### src/rtl/regbank_pkg.sv
// Shared types and the write-merge helper for the register bank.
// REGBANK_FORWARD_EN (optional): same-edge write-to-read forwarding.
package regbank_pkg;

    localparam int MAX_W = 64;

    typedef enum logic {
        CLEAR,
        RUN
    } state_t;

    typedef enum logic [1:0] {
        WSEL_MEM,
        WSEL_HIGH,
        WSEL_FULL
    } wsel_t;

    typedef logic [MAX_W-1:0] word_t;

    // Words are zero-extended to MAX_W; caller truncates the result.
    function automatic word_t merge_word(
        input wsel_t       sel,
        input word_t       old_w,
        input word_t       data_d,
        input word_t       mem_q,
        input int unsigned half
    );
        word_t lo_mask;
        word_t res;
        lo_mask = {MAX_W{1'b1}} >> (MAX_W - half);
        case (sel)
            WSEL_MEM:  res = mem_q;
            WSEL_HIGH: res = (old_w & lo_mask)
                           | ((data_d & lo_mask) << half);
            default:   res = data_d;
        endcase
        return res;
    endfunction

endpackage

### src/rtl/regbank_clear_seq.sv
// Post-reset clear sweep: walks registers 1..REG_COUNT-1 writing zero.
// REGBANK_FORWARD_EN does not affect this block.
module regbank_clear_seq
    import regbank_pkg::*;
#(
    parameter int REG_COUNT = 16,
    parameter int ADDR_W    = $clog2(REG_COUNT)
) (
    input  logic              clk,
    input  logic              reset,
    output logic              busy,
    output logic              clr_we,
    output logic [ADDR_W-1:0] clr_addr
);

    state_t            state;
    state_t            state_nx;
    logic [ADDR_W-1:0] idx;
    logic [ADDR_W-1:0] idx_nx;
    logic              last;

    assign last = (idx == ADDR_W'(REG_COUNT - 1));

    always_ff @(posedge clk) begin
        if (reset) begin
            state <= CLEAR;
            idx   <= ADDR_W'(1);
        end else begin
            state <= state_nx;
            idx   <= idx_nx;
        end
    end

    always_comb begin
        state_nx = state;
        idx_nx   = idx;
        if (state == CLEAR) begin
            idx_nx = idx + ADDR_W'(1);
            if (last) begin
                state_nx = RUN;
            end
        end
    end

    always_comb begin
        busy     = (state == CLEAR);
        clr_we   = (state == CLEAR);
        clr_addr = idx;
    end

endmodule

### src/rtl/regbank_param.sv
// Two-read/one-write CPU register bank with post-reset clear sweep.
// REGBANK_FORWARD_EN: reads on a write edge return the new value.
module regbank_param
    import regbank_pkg::*;
#(
    parameter  int DATA_W    = 32,
    parameter  int REG_COUNT = 16,
    localparam int ADDR_W    = $clog2(REG_COUNT)
) (
    input  logic              clk,
    input  logic              reset,
    input  logic              get_regs,
    input  logic [ADDR_W-1:0] addr_a,
    input  logic [ADDR_W-1:0] addr_b,
    output logic [DATA_W-1:0] data_a,
    output logic [DATA_W-1:0] data_b,
    input  logic              write_back,
    input  logic              we,
    input  logic              we_high,
    input  logic [ADDR_W-1:0] addr_d,
    input  logic [DATA_W-1:0] data_d,
    input  logic              read_mem,
    input  logic [DATA_W-1:0] mem_q,
    output logic              busy
);

    localparam int unsigned HALF = DATA_W / 2;

    logic [DATA_W-1:0] regs [REG_COUNT];

    logic              clr_we;
    logic [ADDR_W-1:0] clr_addr;
    logic              port_we;
    wsel_t             wsel;
    logic [DATA_W-1:0] new_word;
    logic              wr_en;
    logic [ADDR_W-1:0] wr_addr;
    logic [DATA_W-1:0] wr_data;
    logic [DATA_W-1:0] rd_a;
    logic [DATA_W-1:0] rd_b;
    logic [ADDR_W-1:0] ra_q;
    logic [ADDR_W-1:0] rb_q;
    logic [DATA_W-1:0] da_q;
    logic [DATA_W-1:0] db_q;

    regbank_clear_seq #(
        .REG_COUNT (REG_COUNT),
        .ADDR_W    (ADDR_W)
    ) u_clear (
        .clk      (clk),
        .reset    (reset),
        .busy     (busy),
        .clr_we   (clr_we),
        .clr_addr (clr_addr)
    );

    assign port_we = write_back & we & ~busy & ~reset
                   & (addr_d != '0);

    always_comb begin
        wsel = WSEL_FULL;
        if (read_mem) begin
            wsel = WSEL_MEM;
        end else if (we_high) begin
            wsel = WSEL_HIGH;
        end
    end

    assign new_word = DATA_W'(merge_word(
        wsel,
        word_t'(regs[addr_d]),
        word_t'(data_d),
        word_t'(mem_q),
        HALF
    ));

    // The sweep owns the write port while it runs.
    always_comb begin
        wr_en   = clr_we | port_we;
        wr_addr = clr_we ? clr_addr : addr_d;
        wr_data = clr_we ? '0 : new_word;
    end

    always_ff @(posedge clk) begin
        if (wr_en) begin
            regs[wr_addr] <= wr_data;
        end
    end

    always_comb begin
        rd_a = regs[addr_a];
        rd_b = regs[addr_b];
`ifdef REGBANK_FORWARD_EN
        if (port_we && addr_d == addr_a) begin
            rd_a = new_word;
        end
        if (port_we && addr_d == addr_b) begin
            rd_b = new_word;
        end
`endif
        if (busy) begin
            rd_a = '0;
            rd_b = '0;
        end
    end

    always_ff @(posedge clk) begin
        if (reset) begin
            ra_q <= '0;
            rb_q <= '0;
            da_q <= '0;
            db_q <= '0;
        end else if (get_regs) begin
            ra_q <= addr_a;
            rb_q <= addr_b;
            da_q <= rd_a;
            db_q <= rd_b;
        end
    end

    assign data_a = (ra_q == '0) ? '0 : da_q;
    assign data_b = (rb_q == '0) ? '0 : db_q;

endmodule

### config.mk
export PLATFORM = sky130hd
export DESIGN_NAME = regbank_param
export DESIGN_NICKNAME = d
export VERILOG_FILES = /design/src/rtl/regbank_pkg.sv /design/src/rtl/regbank_clear_seq.sv /design/src/rtl/regbank_param.sv
export SDC_FILE = /design/constraint.sdc
export NUM_CORES = 1
export LEC_CHECK = 0
export BUFFER_PORTS_ARGS = -buffer_cell sky130_fd_sc_hd__buf_2
export CORE_ASPECT_RATIO = 1.25
export CORE_MARGIN = 5
export CORE_UTILIZATION = 62
export DETAILED_ROUTE_END_ITERATION = 10
export GPL_ROUTABILITY_DRIVEN = 0
export GPL_TIMING_DRIVEN = 0
export HOLD_SLACK_MARGIN = 0.1
export PLACE_DENSITY_LB_ADDON = 0.1
export SLEW_MARGIN = 25
export SYNTH_ARGS = -nofsm -noshare
export SYNTH_HDL_FRONTEND = slang
export SYNTH_SLANG_ARGS = --single-unit
### constraint.sdc
create_clock -name clk -period 4.9 [get_ports clk]
set_input_delay 0.245 -clock clk [delete_from_list [all_inputs] [get_ports clk]]
set_output_delay 0.245 -clock clk [all_outputs]
set_load 0.1 [all_outputs]
; ---- Yosys cells after proc, flatten, opt, wreduce, memory -nomap -nowiden
; Memories as Yosys holds them, arrays and structs flattened.
; Cells that the tools add are included.
[word_totals]
mem_bits_rw = 512
reg_bits = 77
wordCells = 35
mem_count = 1
[mem_list]
columns = name, depth, word_bits, read_ports, rd_ports_with_merged_regs, wr, line_no
row1 = regs, 16, 32, 3, 0, 1, regbank_param.sv:29  ; logic [DATA_W-1:0] regs [REG_COUNT];
[classes]
n_reduce_logical = 4
n_addsub = 1
n_bitwise = 8
mux = 13
n_eq_ne = 2
[op_table]
columns = op, count
row1 = 32-bit 2-to-1 mux, 5
row2 = 32-bit case mux with 2 select lines, 1
row3 = 16-bit by 32-bit OR with 32-bit output, 1
row4 = 4-bit zero test, 2
row5 = 4-bit by 1-bit adder with 4-bit output (second input constant), 1
row6 = 1-bit AND, 4
row7 = 4-bit equality test (second input constant), 1
row8 = 1-bit 2-to-1 mux, 4
row9 = 2-bit 2-to-1 mux, 2
row10 = 4-bit 2-to-1 mux, 1
row11 = 4-bit nonzero test, 1
row12 = 2-bit by 1-bit equality test with 1-bit output (second input constant), 1
row13 = 2-bit zero test, 1
row14 = 1-bit NOT, 2
row15 = 1-bit OR, 1

; ---- Depth between registers and ports, before layout
[logic_depth]
word_depth = 7
mapped_depth = 8

; ---- Hierarchy
; Synthesis repeated with hierarchy kept, for this count alone.
[unflattened]
hier_cells = 1609
hier_area_um2 = 28635.0
[modules_own_cells]
columns = mod, area_per_inst_um2, seq_area_each_um2, instances, cells_per_inst
row1 = regbank_param, 28432.3, 16816.1, 1, 1589
row2 = regbank_clear_seq, 202.7, 100.1, 1, 20

; ---- Worst setup path before layout
; OpenSTA, ideal clock, no wires.
[synth_path]
kind = input -> register
startpoint = input port addr_d[0]
endpoint = memory regs[3][0] (enable)
setup_ns = 0.421
n_path_buf = 3
cell_stages = 7
arrival_time_ns = 2.548
slack_ns = 1.931
cell_sequence = clkbuf_1 buf_2 buf_2 nand2_1 nand2_1 nand2_1 nor2_1
[synth_via]
elab_chain_len = 5
elab_cells_between_ends = 6
[synth_lines]
columns = element, line_no
row1 = "start, declared", regbank_param.sv:20  ; input logic [ADDR_W-1:0] addr_d,
row2 = 4-bit nonzero test, regbank_param.sv:58  ; & (addr_d != '0);
row3 = 1-bit AND, regbank_param.sv:58
row4 = 1-bit OR, regbank_param.sv:79  ; wr_en = clr_we | port_we;
row5 = 1-bit 2-to-1 mux, regbank_param.sv:85  ; if (wr_en) begin
row6 = 1-bit 2-to-1 mux (implied by the code), regbank_param.sv:86  ; regs[wr_addr] <= wr_data;
row7 = "end, declared", regbank_param.sv:29
; Parallel ways exist; a longest one is shown, timed or not.

; ---- Final worst setup path
[layout_path]
startpoint = register ra_q[3]
endpoint = output port data_a[10]
[layout_via]
elab_chain_len = 2
[layout_lines]
columns = element, line_no
row1 = "start, declared", regbank_param.sv:41  ; logic [ADDR_W-1:0] ra_q;
row2 = "start signal, assigned", regbank_param.sv:114  ; ra_q <= addr_a;
row3 = 4-bit zero test, regbank_param.sv:121  ; assign data_a = (ra_q == '0) ? '0 : da_q;
row4 = 32-bit 2-to-1 mux, regbank_param.sv:121
row5 = "end, declared", regbank_param.sv:15  ; output logic [DATA_W-1:0] data_a,
; No other way between the ends.

==> results_dict.tcl <==
set metrics [dict create \
    power.leakage_nw 11.5 \
    slew_violations 0 \
    finClkSkew_ns 0.0283 \
    placed_cell_area_mm2 0.0311 \
    synth_ff_type "edfxtp_1" \
    num_rows 88 \
    grt_overflow 0 \
    antenna_found_initial 4 \
    setup_violations 0 \
    fmax_mhz 295 \
    synth_area_per_cell_um2 17.8 \
    drt_iter0_drc 3143 \
    ios 148 \
    syn_area_mm2 0.0287 \
    core_mm2 0.0460 \
    ant_nets 0 \
    final_nets 1938 \
    yosys_warnings 0 \
    wl_per_cell_um 38.9 \
    end_kind "output port" \
    final_area_mm2 0.0332 \
    grt_pass1_wl_um 136000 \
    grt_max_degree 18 \
    grt_pass1_vias 19651 \
    synth_nets 1694 \
    slew_headroom_pct 20.9 \
    finalCriticalPeriod_ns 3.39 \
    top_usage_layer "met2" \
    place_hpwl_um 64800 \
    cts-buffers-inserted 55 \
    die_y_um 250 \
    gr-usage-met1_pct 47.5 \
    start_util_pct 62.3 \
    async_flop_share_pct 0 \
    final-instance-count-excl-fill 2490 \
    cts-root-buf "clkbuf_16" \
    htreeDepth 2 \
    drive_gt1_share_pct 39.0 \
    cp.arrival_ns 3.14 \
    clock_sinks 589 \
    tightest_slew_ns 1.19 \
    syn_inst 1610 \
    hold_viol_final 0 \
    post-route-period-util_pct 69.1 \
    clock_path_buffers 3 \
    rsz0062_at_grt "false" \
    status "finished, final reports clean" \
    p_per_area_mw_per_mm2 347 \
    dp.cells 2366 \
    port_buffers 137 \
    drcViolationCount 0 \
    yosysSeqAreaShare_pct 59.0 \
    drt_pre_antenna_iters 8 \
    die_width_um 202 \
    grt_use_met3_pct 13.1 \
    min_path_type "input pin to flop" \
    via_count 19206 \
    globalRouteTotalUtil_pct 38.1 \
    holdWs_ns 0.256 \
    cap_violations 0 \
    worst_ep_required_time_ns 4.66 \
    cts_resized 0 \
    cp-start-kind "flop" \
    setup.worst_path.class "flop to output port" \
    ir_drop_uv 302 \
    die_area_mm2 0.0507 \
    path_clk_slew_ns 0.07 \
    use_met2_pct 59.1 \
    ys_ff_latch 589 \
    ys_types 42 \
    cp_max_fo 10 \
    routed_wl_um 96700 \
    clock_latency_ns 0.63 \
    cts_tree "yes" \
    area_growth_syn_to_layout_pct 15.7 \
    synth_edf_count 512 \
    via_per_inst 7.71 \
]
==> critical path: stages, from the launching register on <==
cell and delay, ns:
dfxtp_1 0.33, nor4_2 0.62, buf_2 0.36, clkbuf_1 0.68
nor2b_1 0.15, buf_2 0.34
==> final timing paths <==
| kind | startpoint | endpoint | slack [ns] | cells after the start |
|---|---|---|---|---|
| setup / recovery | ra_q[3] | data_a[10] | 1.51 | 5 |
| hold / removal | mem_q[25] | regs[7][25] | 0.26 | 3 |
| setup reg to reg | u_clear.state | regs[6][10] | 1.76 | 6 |
| hold reg to reg | db_q[8] | db_q[8] | 0.48 | 2 |
==> layout by cell type (no fill, tap or decap), types with 4 or more instances in the layout <==
cell type / netlist / final
nor2b_1: 70 / 70
clkbuf_16: 0 / 56
a21oi_1: 20 / 20
clkbuf_1: 63 / 71
buf_6: 9 / 9
diode_2: 0 / 4
buf_1: 11 / 9
buf_12: 2 / 8
clkinv_1: 0 / 8
clkinv_2: 0 / 10
dlygate4sd3_1: 0 / 5
buf_4: 5 / 13
o211ai_1: 15 / 15
edfxtp_1: 512 / 512
mux2i_1: 41 / 41
bufinv_16: 0 / 10
nor2_2: 0 / 7
buf_16: 0 / 26
a22oi_1: 144 / 144
clkbuf_8: 0 / 5
dfxtp_1: 77 / 77
mux2_2: 65 / 65
and2_1: 4 / 4
nand2_1: 86 / 86
mux4_2: 314 / 314
nor2_1: 69 / 46
buf_2: 46 / 189
a22o_1: 15 / 15
nor2_4: 0 / 16
mux4_1: 5 / 5
==> sequential cells by signal (all words and copies together) (netlist names) <==
| name | flops |
|---|---|
| db_q | 32 |
| rb_q | 4 |
| u_clear.state | 1 |
| u_clear.clr_addr | 4 |
| da_q | 32 |
| ra_q | 4 |
| regs | 512 |
==> per-stage QoR <==
step	setup slack [ns]	power (mW)	utilization (%)	setup TNS [ns]
2_1_floorplan	1.93	6.43	-	0
3_3_place_gp	-0.843	6.84	65.4	-235.38
3_5_place_dp	1.60	6.96	67.6	0
4_1_cts	1.66	11.5	71.9	0
5_1_grt	1.62	11.8	72.1	0
6_report	1.51	11.5	72.1	0
==> logic make-up (layout without fill, tap and decap cells) <==
group,count (synthesis),count (layout),synth area share [%]
other cells,0,4,0
flops,589,589,59.0
xor+xnor,2,2,0.0611
buf+inv,140,431,2.45
mux,425,425,29.1
compound gates,203,203,5.21
simple gates,250,250,4.15
fa+ha+maj,1,1,0.0436
==> where the power goes <==
| group | switching [mW] | internal, mW | leakage (nW) |
|---|---|---|---|
| Sequential | 0.0807 | 5.56 | 5.47 |
| Clock | 1.92 | 2.70 | 0.947 |
| Combinational | 0.717 | 0.544 | 5.10 |
| Total | 2.72 | 8.80 | 11.5 |
==> layout make-up <==
type                            count  area [um2]
Antenna cell                        4        10.0
Buffer                            136         692
Clock buffer                       71        1510
Clock inverter                     33         429
Fill cell                        2836       12800
Inverter                            4        15.0
Multi-Input combinational cell    881       11200
Sequential cell                   589       16900
Tap cell                          585         732
Timing Repair Buffer              187        1660
==> Yosys cell counts, types with 2 or more instances <==
library cell  count  share of area, %
edfxtp_1        512                54
mux4_2          314                25
a22oi_1         144               3.8
nand2_1          86               1.1
dfxtp_1          77               5.4
nor2b_1          70               1.5
nor2_1           69              0.90
mux2_2           65               2.6
clkbuf_1         63              0.82
buf_2            46              0.80
mux2i_1          41               1.4
a21oi_1          20              0.35
a22o_1           15              0.46
o211ai_1         15              0.39
buf_1            11              0.14
buf_6             9              0.35
buf_4             5              0.13
mux4_1            5              0.46
and2_1            4             0.087
inv_1             3             0.039
nand3_1           3             0.052
nand3b_1          3             0.079
nor3_1            3             0.052
nor4_1            3             0.065
a31oi_1           2             0.044
and4b_1           2             0.070
buf_12            2              0.14
nand2b_1          2             0.044
nor3b_1           2             0.052
nor4bb_1          2             0.070
==> per-layer routing <==
layer | up-vias | part of all wire, %
met2 | 1734 | 46
met3 | 414 | 14
met4 | 4 | 7.1
li1 | 7278 | -
met1 | 9776 | 32
met5 | - | 0.17
==> what timing repair did <==
item                                   4_1_cts  5_1_grt
endpoints found under the hold margin        7        0
setup buffers                                0        0
hold buffers                                 5        0
Note: power is estimated with default switching activity, not from simulation.
